[src/rtl/truth_table_sweeper_if.sv]
// Connection bundle between the truth-table sweeper and the network it exercises.
// The sweeper takes the slave side; whoever commands the sweep and owns the network takes the master side.
interface truth_table_sweeper_if #(
    parameter int N_IN = 3
);
    logic                    start;
    logic                    abort;
    logic                    f_in;
    logic [N_IN-1:0]         vec_out;
    logic                    busy;
    logic                    done;
    logic [(1<<N_IN)-1:0]    result;
    logic [N_IN:0]           mismatch_cnt;
    logic                    pass;

    modport master (
        output start, abort, f_in,
        input  vec_out, busy, done, result, mismatch_cnt, pass
    );

    modport slave (
        input  start, abort, f_in,
        output vec_out, busy, done, result, mismatch_cnt, pass
    );
endinterface

[src/rtl/truth_table_sweeper.sv]
// Exhaustive input sweeper for a small combinational network: applies each vector, waits SETTLE
// cycles, samples the network output and compares the captured truth table against EXPECTED.
//
// state    | meaning
// ---------+--------------------------------------------------------------
// S_IDLE   | no sweep since reset or since an abort; waits for start
// S_SETTLE | current vector applied, settle counter running down to zero
// S_SAMPLE | one cycle; f_in captured for the current vector at its closing edge
// S_DONE   | sweep complete, result/mismatch_cnt/pass held until next start
module truth_table_sweeper #(
    parameter int                   N_IN     = 3,
    parameter int                   SETTLE   = 2,
    parameter logic [(1<<N_IN)-1:0] EXPECTED = 8'b0010_0010
) (
    input  logic                   clk,
    input  logic                   rst,
    truth_table_sweeper_if.slave   sw
);
    localparam int              N_VEC       = 1 << N_IN;
    localparam logic [7:0]      SETTLE_LOAD = 8'(SETTLE - 1);
    localparam logic [N_IN-1:0] LAST_VEC    = {N_IN{1'b1}};
    localparam logic [N_IN-1:0] VEC_ONE     = {{(N_IN-1){1'b0}}, 1'b1};
    localparam logic [N_IN:0]   CNT_ONE     = {{N_IN{1'b0}}, 1'b1};
    localparam logic [N_IN:0]   CNT_MAX     = {1'b1, {N_IN{1'b0}}};

    typedef enum logic [1:0] {
        S_IDLE,
        S_SETTLE,
        S_SAMPLE,
        S_DONE
    } state_t;

    state_t        state;
    logic [7:0]    settle_cnt;
    logic          sample_miss;
    logic [N_IN:0] cnt_next;
    logic          sweeping;

    // Case-inequality so an X/Z network output counts as a mismatch in simulation.
    assign sample_miss = (sw.f_in !== EXPECTED[sw.vec_out]);
    assign sweeping    = (state == S_SETTLE) || (state == S_SAMPLE);

    always_comb begin
        cnt_next = sw.mismatch_cnt;
        if (sample_miss && (sw.mismatch_cnt != CNT_MAX)) begin
            cnt_next = sw.mismatch_cnt + CNT_ONE;
        end
    end

    always_ff @(posedge clk or posedge rst) begin
        if (rst) begin
            state           <= S_IDLE;
            settle_cnt      <= '0;
            sw.vec_out      <= '0;
            sw.busy         <= 1'b0;
            sw.done         <= 1'b0;
            sw.pass         <= 1'b0;
            sw.result       <= '0;
            sw.mismatch_cnt <= '0;
        end else if (sweeping && sw.abort) begin
            // Partial result and mismatch count are kept for post-mortem inspection.
            state      <= S_IDLE;
            sw.vec_out <= '0;
            sw.busy    <= 1'b0;
            sw.done    <= 1'b0;
            sw.pass    <= 1'b0;
        end else begin
            case (state)
                S_IDLE, S_DONE: begin
                    if (sw.start) begin
                        state           <= S_SETTLE;
                        settle_cnt      <= SETTLE_LOAD;
                        sw.vec_out      <= '0;
                        sw.busy         <= 1'b1;
                        sw.done         <= 1'b0;
                        sw.pass         <= 1'b0;
                        sw.result       <= '0;
                        sw.mismatch_cnt <= '0;
                    end
                end
                S_SETTLE: begin
                    if (settle_cnt == 8'd0) begin
                        state <= S_SAMPLE;
                    end else begin
                        settle_cnt <= settle_cnt - 8'd1;
                    end
                end
                S_SAMPLE: begin
                    sw.result[sw.vec_out] <= sw.f_in;
                    sw.mismatch_cnt       <= cnt_next;
                    if (sw.vec_out == LAST_VEC) begin
                        state      <= S_DONE;
                        sw.vec_out <= '0;
                        sw.busy    <= 1'b0;
                        sw.done    <= 1'b1;
                        sw.pass    <= (cnt_next == '0);
                    end else begin
                        state      <= S_SETTLE;
                        settle_cnt <= SETTLE_LOAD;
                        sw.vec_out <= sw.vec_out + VEC_ONE;
                    end
                end
                default: begin
                    state <= S_IDLE;
                end
            endcase
        end
    end
endmodule
[src/flat_wrapper.sv]
// flat-port wrapper written by rule: the top's interface ports become plain ports
module truth_table_sweeper_flat 
#(
    parameter int                   N_IN     = 3,
    parameter int                   SETTLE   = 2,
    parameter logic [(1<<N_IN)-1:0] EXPECTED = 8'b0010_0010
)
  (clk, rst, sw_start, sw_abort, sw_f_in, sw_vec_out, sw_busy, sw_done, sw_result, sw_mismatch_cnt, sw_pass);
  truth_table_sweeper_if #(.N_IN(N_IN)) sw_i ();
  input  logic clk;
  input  logic rst;
  input wire logic [$bits(sw_i.start)-1:0] sw_start;
  input wire logic [$bits(sw_i.abort)-1:0] sw_abort;
  input wire logic [$bits(sw_i.f_in)-1:0] sw_f_in;
  output wire logic [$bits(sw_i.vec_out)-1:0] sw_vec_out;
  output wire logic [$bits(sw_i.busy)-1:0] sw_busy;
  output wire logic [$bits(sw_i.done)-1:0] sw_done;
  output wire logic [$bits(sw_i.result)-1:0] sw_result;
  output wire logic [$bits(sw_i.mismatch_cnt)-1:0] sw_mismatch_cnt;
  output wire logic [$bits(sw_i.pass)-1:0] sw_pass;
  assign sw_i.start = sw_start;
  assign sw_i.abort = sw_abort;
  assign sw_i.f_in = sw_f_in;
  assign sw_vec_out = sw_i.vec_out;
  assign sw_busy = sw_i.busy;
  assign sw_done = sw_i.done;
  assign sw_result = sw_i.result;
  assign sw_mismatch_cnt = sw_i.mismatch_cnt;
  assign sw_pass = sw_i.pass;
  truth_table_sweeper #(.N_IN(N_IN), .SETTLE(SETTLE), .EXPECTED(EXPECTED)) u_core (.clk(clk), .rst(rst), .sw(sw_i));
endmodule
[config.mk]
export PLATFORM = sky130hd
export DESIGN_NAME = truth_table_sweeper_flat
export DESIGN_NICKNAME = d
export VERILOG_FILES = /design/src/rtl/truth_table_sweeper_if.sv /design/src/rtl/truth_table_sweeper.sv /design/src/flat_wrapper.sv
export SDC_FILE = /design/constraint.sdc
export NUM_CORES = 1
export LEC_CHECK = 0
export CAP_MARGIN = 20
export CORE_UTILIZATION = 49
export DETAILED_ROUTE_END_ITERATION = 8
export PLACE_DENSITY = 0.8
export REMOVE_ABC_BUFFERS = 1
export SYNTH_ARGS = -nofsm -noshare
export SYNTH_HDL_FRONTEND = slang
export SYNTH_SLANG_ARGS = --single-unit
[constraint.sdc]
create_clock -name clk -period 1.9 [get_ports clk]
set_input_delay 0.19 -clock clk [delete_from_list [all_inputs] [get_ports clk]]
set_output_delay 0.19 -clock clk [all_outputs]
set_load 0.005 [all_outputs]
==> results of run 1 <==
[worst min path at each step]
stage	from	end	slack (ns)
2_1_floorplan	rst	u_core.settle_cnt[0]	0.26
3_3_place_gp	u_core.sw.result[6]	u_core.sw.result[6]	0.49
3_5_place_dp	u_core.sw.result[4]	u_core.sw.result[4]	0.50
4_1_cts	rst	u_core.settle_cnt[7]	0.20
5_1_grt	rst	u_core.sw.result[4]	0.23
6_report	rst	u_core.sw.result[4]	0.19
[repair_timing]
item,4_1_cts,5_1_grt
endpoints found under the setup margin,6,20
setup buffers,4,0
resized for setup,2,16
pin swaps,2,5
[cell usage after synthesis (2+ instances only)]
library cell  instances  share of area
a211o_1               2          0.010
nand2_1              14          0.030
nor2_1                7          0.015
mux2i_1               6          0.035
and3_1                2         0.0072
nand2b_1              5          0.018
nor2b_1               4          0.014
nand4_1               3          0.011
a31oi_1               7          0.025
a21oi_1               6          0.017
o21ai_0              23          0.066
nand3_1               5          0.014
a21boi_0              3          0.013
or3_4                 2          0.013
clkbuf_1              7          0.015
o41ai_1               2          0.010
inv_1                17          0.037
dfrtp_1              28           0.40
nor3_1                6          0.017
or3_1                 3          0.011
o31ai_1               3          0.013
o22ai_1               3          0.011
ha_1                 10          0.072
[routing by layer]
metal / vias up / track usage / share of wire
li1: 809 / - / -
met5: - / 0 / 0
met4: 0 / 0.1238 / 0.020
met2: 37 / 0.3902 / 0.46
met1: 791 / 0.3215 / 0.49
met3: 6 / 0.03151 / 0.030
[power by group]
| part | internal (mW) | total [mW] | switching [mW] |
|---|---|---|---|
| combinational | 0.783 | 1.57 | 0.784 |
| clock | 0.118 | 0.316 | 0.199 |
| sequential | 0.684 | 0.750 | 0.0664 |
| total | 1.58 | 2.63 | 1.05 |
[registers in the layout, summed over array words and instances (netlist names)]
name                    flops
u_core.settle_cnt           8
u_core.state                2
u_core.sw.busy              1
u_core.sw.done              1
u_core.sw.mismatch_cnt      4
u_core.sw.pass              1
u_core.sw.result            8
u_core.sw.vec_out           3
[cells in the final DEF, fill, tap and decap left out, drive strengths merged, types with 2 or more instances in the layout]
master,instances
a211o,3
inv,17
or3,5
mux2i,6
a21boi,3
nand3,6
nand2,14
clkdlybuf4s50,22
ha,10
nor2,7
o22ai,3
a21oi,6
buf,36
a31oi,7
dfrtp,28
and3,2
a22o,2
o21ai,24
clkbuf,4
nor2b,4
o41ai,2
nand4,3
nand2b,5
nor3,6
o31ai,3
[cell type report]
type,count,area [um2]
Clock buffer,4,36.28
Fill cell,278,1005
Multi-Input combinational cell,139,1010
Sequential cell,28,700.7
Tap cell,46,57.56
Inverter,17,63.81
Timing Repair Buffer,58,490.5
[logic make-up (layout without fill, tap and decap cells)]
| kind of cell | count (synthesis) | in the layout | synth area share |
|---|---|---|---|
| buffers and inverters | 25 | 79 | 0.05411 |
| AND/OR/NAND/NOR | 58 | 58 | 0.1898 |
| adder cells (fa/ha/maj) | 10 | 10 | 0.07215 |
| AO/OA/AOI/OAI | 64 | 64 | 0.2403 |
| flip-flops | 28 | 28 | 0.4040 |
| XOR/XNOR | 1 | 1 | 0.005051 |
| multiplexers | 6 | 6 | 0.03463 |
[stage by stage]
stage | utilization | total power [mW] | TNS [ns]
2_1_floorplan | - | 1.571 | -0.1414
3_3_place_gp | 0.6607 | 2.114 | 0
3_5_place_dp | 0.6607 | 2.149 | -0.02733
4_1_cts | 0.6827 | 2.529 | 0
5_1_grt | 0.7013 | 2.811 | -0.4823
6_report | 0.7013 | 2.633 | 0
[worst min-delay path: stages]
cell             delay [ns]
clkdlybuf4s50_1        0.40
inv_1                  0.05
buf_4                  0.33
==> flow_summary_export.csv, run 1 <==
group,metric,value,unit
critical_path,critPathLaunch,"u_core.settle_cnt[1]",
global_route,grt_pass1_wl,6741,um
critical_path,cp_max_fo,4,
synthesis,synth_cells,192,
critical_path,reg2reg_to,"u_core.state[0]",
synthesis,async_flop_share,1.000,
critical_path,cpPeakStageDelay,0.41,ns
route,num_vias,1643,
critical_path,path_class,"flip-flop to flip-flop",
critical_path,cp.arrival,2.15,ns
place,dp_cells,284,
critical_path,required,2.16,ns
clock_network,clk_pin_slew_worst_paths,0.17,ns
clock_network,cts_hold_buf,0,
final_layout,syn_to_final_growth,36.00,%
final_layout,fin_area,2359,um2
flow_run,cap_violations,0,
synthesis,synth_cell_type_count,47,
pwr,power_density,1116,nW/um2
global_route,grt_pass1_vias,1530,
critical_path,worstPathCellList,"inv_1 > ha_1 > or3b_4 > or3_4 > a31o_1 > a22o_1",
route,drtPass1Iterations,4,
sta,finalCriticalPeriod,1.894,ns
sta,rsz0062_at_grt,"yes",
clock_network,cts_tree,"done",
place,pre_cts_ws,-0.02733,ns
die,num_rows,21,
sta,drv_slew,0,
clock_network,cts-buffers-inserted,3,
final_layout,num_antenna_cells,0,
die,die-area,3781,um2
clock_network,clock-sinks,28,
critical_path,endpoint,"u_core.state[0]",
clock_network,insertion_delay,0.35,ns
clock_network,ctsLongestPathBuffers,2,
synthesis,synth_flop_cell,"dfrtp_1",
critical_path,rr_worst_depth,6,
synthesis,synth_edf_count,0,
place,placed_area,2222,um2
place,dpl.hpwl,2918,um
synthesis,syn_area_per_cell,9.032,um2
critical_path,crit_family,"simple AND/OR/NAND/NOR gates",
critical_path,crit_slowest_cell,"dfrtp_1",
route,via_per_inst,5.627,
route,remaining_drc_errors,0,
sta,hold_violations,0,
place,portBuffers,22,
hold_path,min_path_type,"input pin to async pin",
die,start_util,0.5156,
sta,final.setup.worst_slack,0.005770,ns
clock_network,h-tree-depth,1,
synthesis,ys_seq_elements,28,
die,die_x,61.49,um
pwr,p_leak,1.074,nW
route,wl,4285,um
synthesis,yosysSeqAreaShare,0.4040,
sta,finalClockSkew,0.005768,ns
synthesis,yosys_warnings,0,
route,drtIter0Drc,64,
sta,fmax,0.5279,GHz
critical_path,end_kind,"flip-flop",
sta,hold-worst-slack,0.1859,ns
route,ant_nets,0,
sta,worst_pin_slew,0.3641,ns
critical_path,ff2ff_setup_slack,0.006,ns
die,io_pins,23,
die,coreArea,3363,um2
final_layout,instances_no_fill,292,
die,die_h,61.49,um
pwr,vdd_drop_max,0.6846,mV
place,routabilityCongestion,0.8225,
sta,period_share,0.9970,
outcome,status,"finished, final reports clean",
route,detail_route.wl_per_cell,14.67,um
clock_network,cts_root_buf,"clkbuf_4",
critical_path,cp.buffers_inverters,1,
synthesis,syn-cell-area,1734,um2
critical_path,startpoint_type,"flip-flop",
sta,maxSlewHeadroom,0.7573,
global_route,overflow,0,
global_route,grt_antenna_before_repair,0,
global_route,grt_usage,0.2432,
global_route,grt_max_degree,29,
critical_path,r2r_start,"u_core.settle_cnt[1]",
critical_path,crit_cells,6,
final_layout,nets,262,
final_layout,layout-drive-gt1-share,0.2398,
sta,finalSetupViolations,0,
No activity file was read; power rests on OpenSTA's default activity.
==> inputs of run 2 (changes only) <==
--- a/config.mk
+++ b/config.mk
@@ -5,6 +5,7 @@
 export SDC_FILE = /design/constraint.sdc
 export NUM_CORES = 1
 export LEC_CHECK = 0
+export ABC_CLOCK_PERIOD_IN_PS = 1900
 export CAP_MARGIN = 20
 export CORE_UTILIZATION = 49
 export DETAILED_ROUTE_END_ITERATION = 8
==> results of run 2 <==
The final DEF is identical to that of run 1; final timing and power are the same.
==> inputs of run 3 (changes only) <==
--- a/config.mk
+++ b/config.mk
@@ -11,6 +11,7 @@
 export DETAILED_ROUTE_END_ITERATION = 8
 export PLACE_DENSITY = 0.8
 export REMOVE_ABC_BUFFERS = 1
+export SLEW_MARGIN = 20
 export SYNTH_ARGS = -nofsm -noshare
 export SYNTH_HDL_FRONTEND = slang
 export SYNTH_SLANG_ARGS = --single-unit
==> results of run 3 <==
The final DEF is identical to that of run 1; final timing and power are the same.
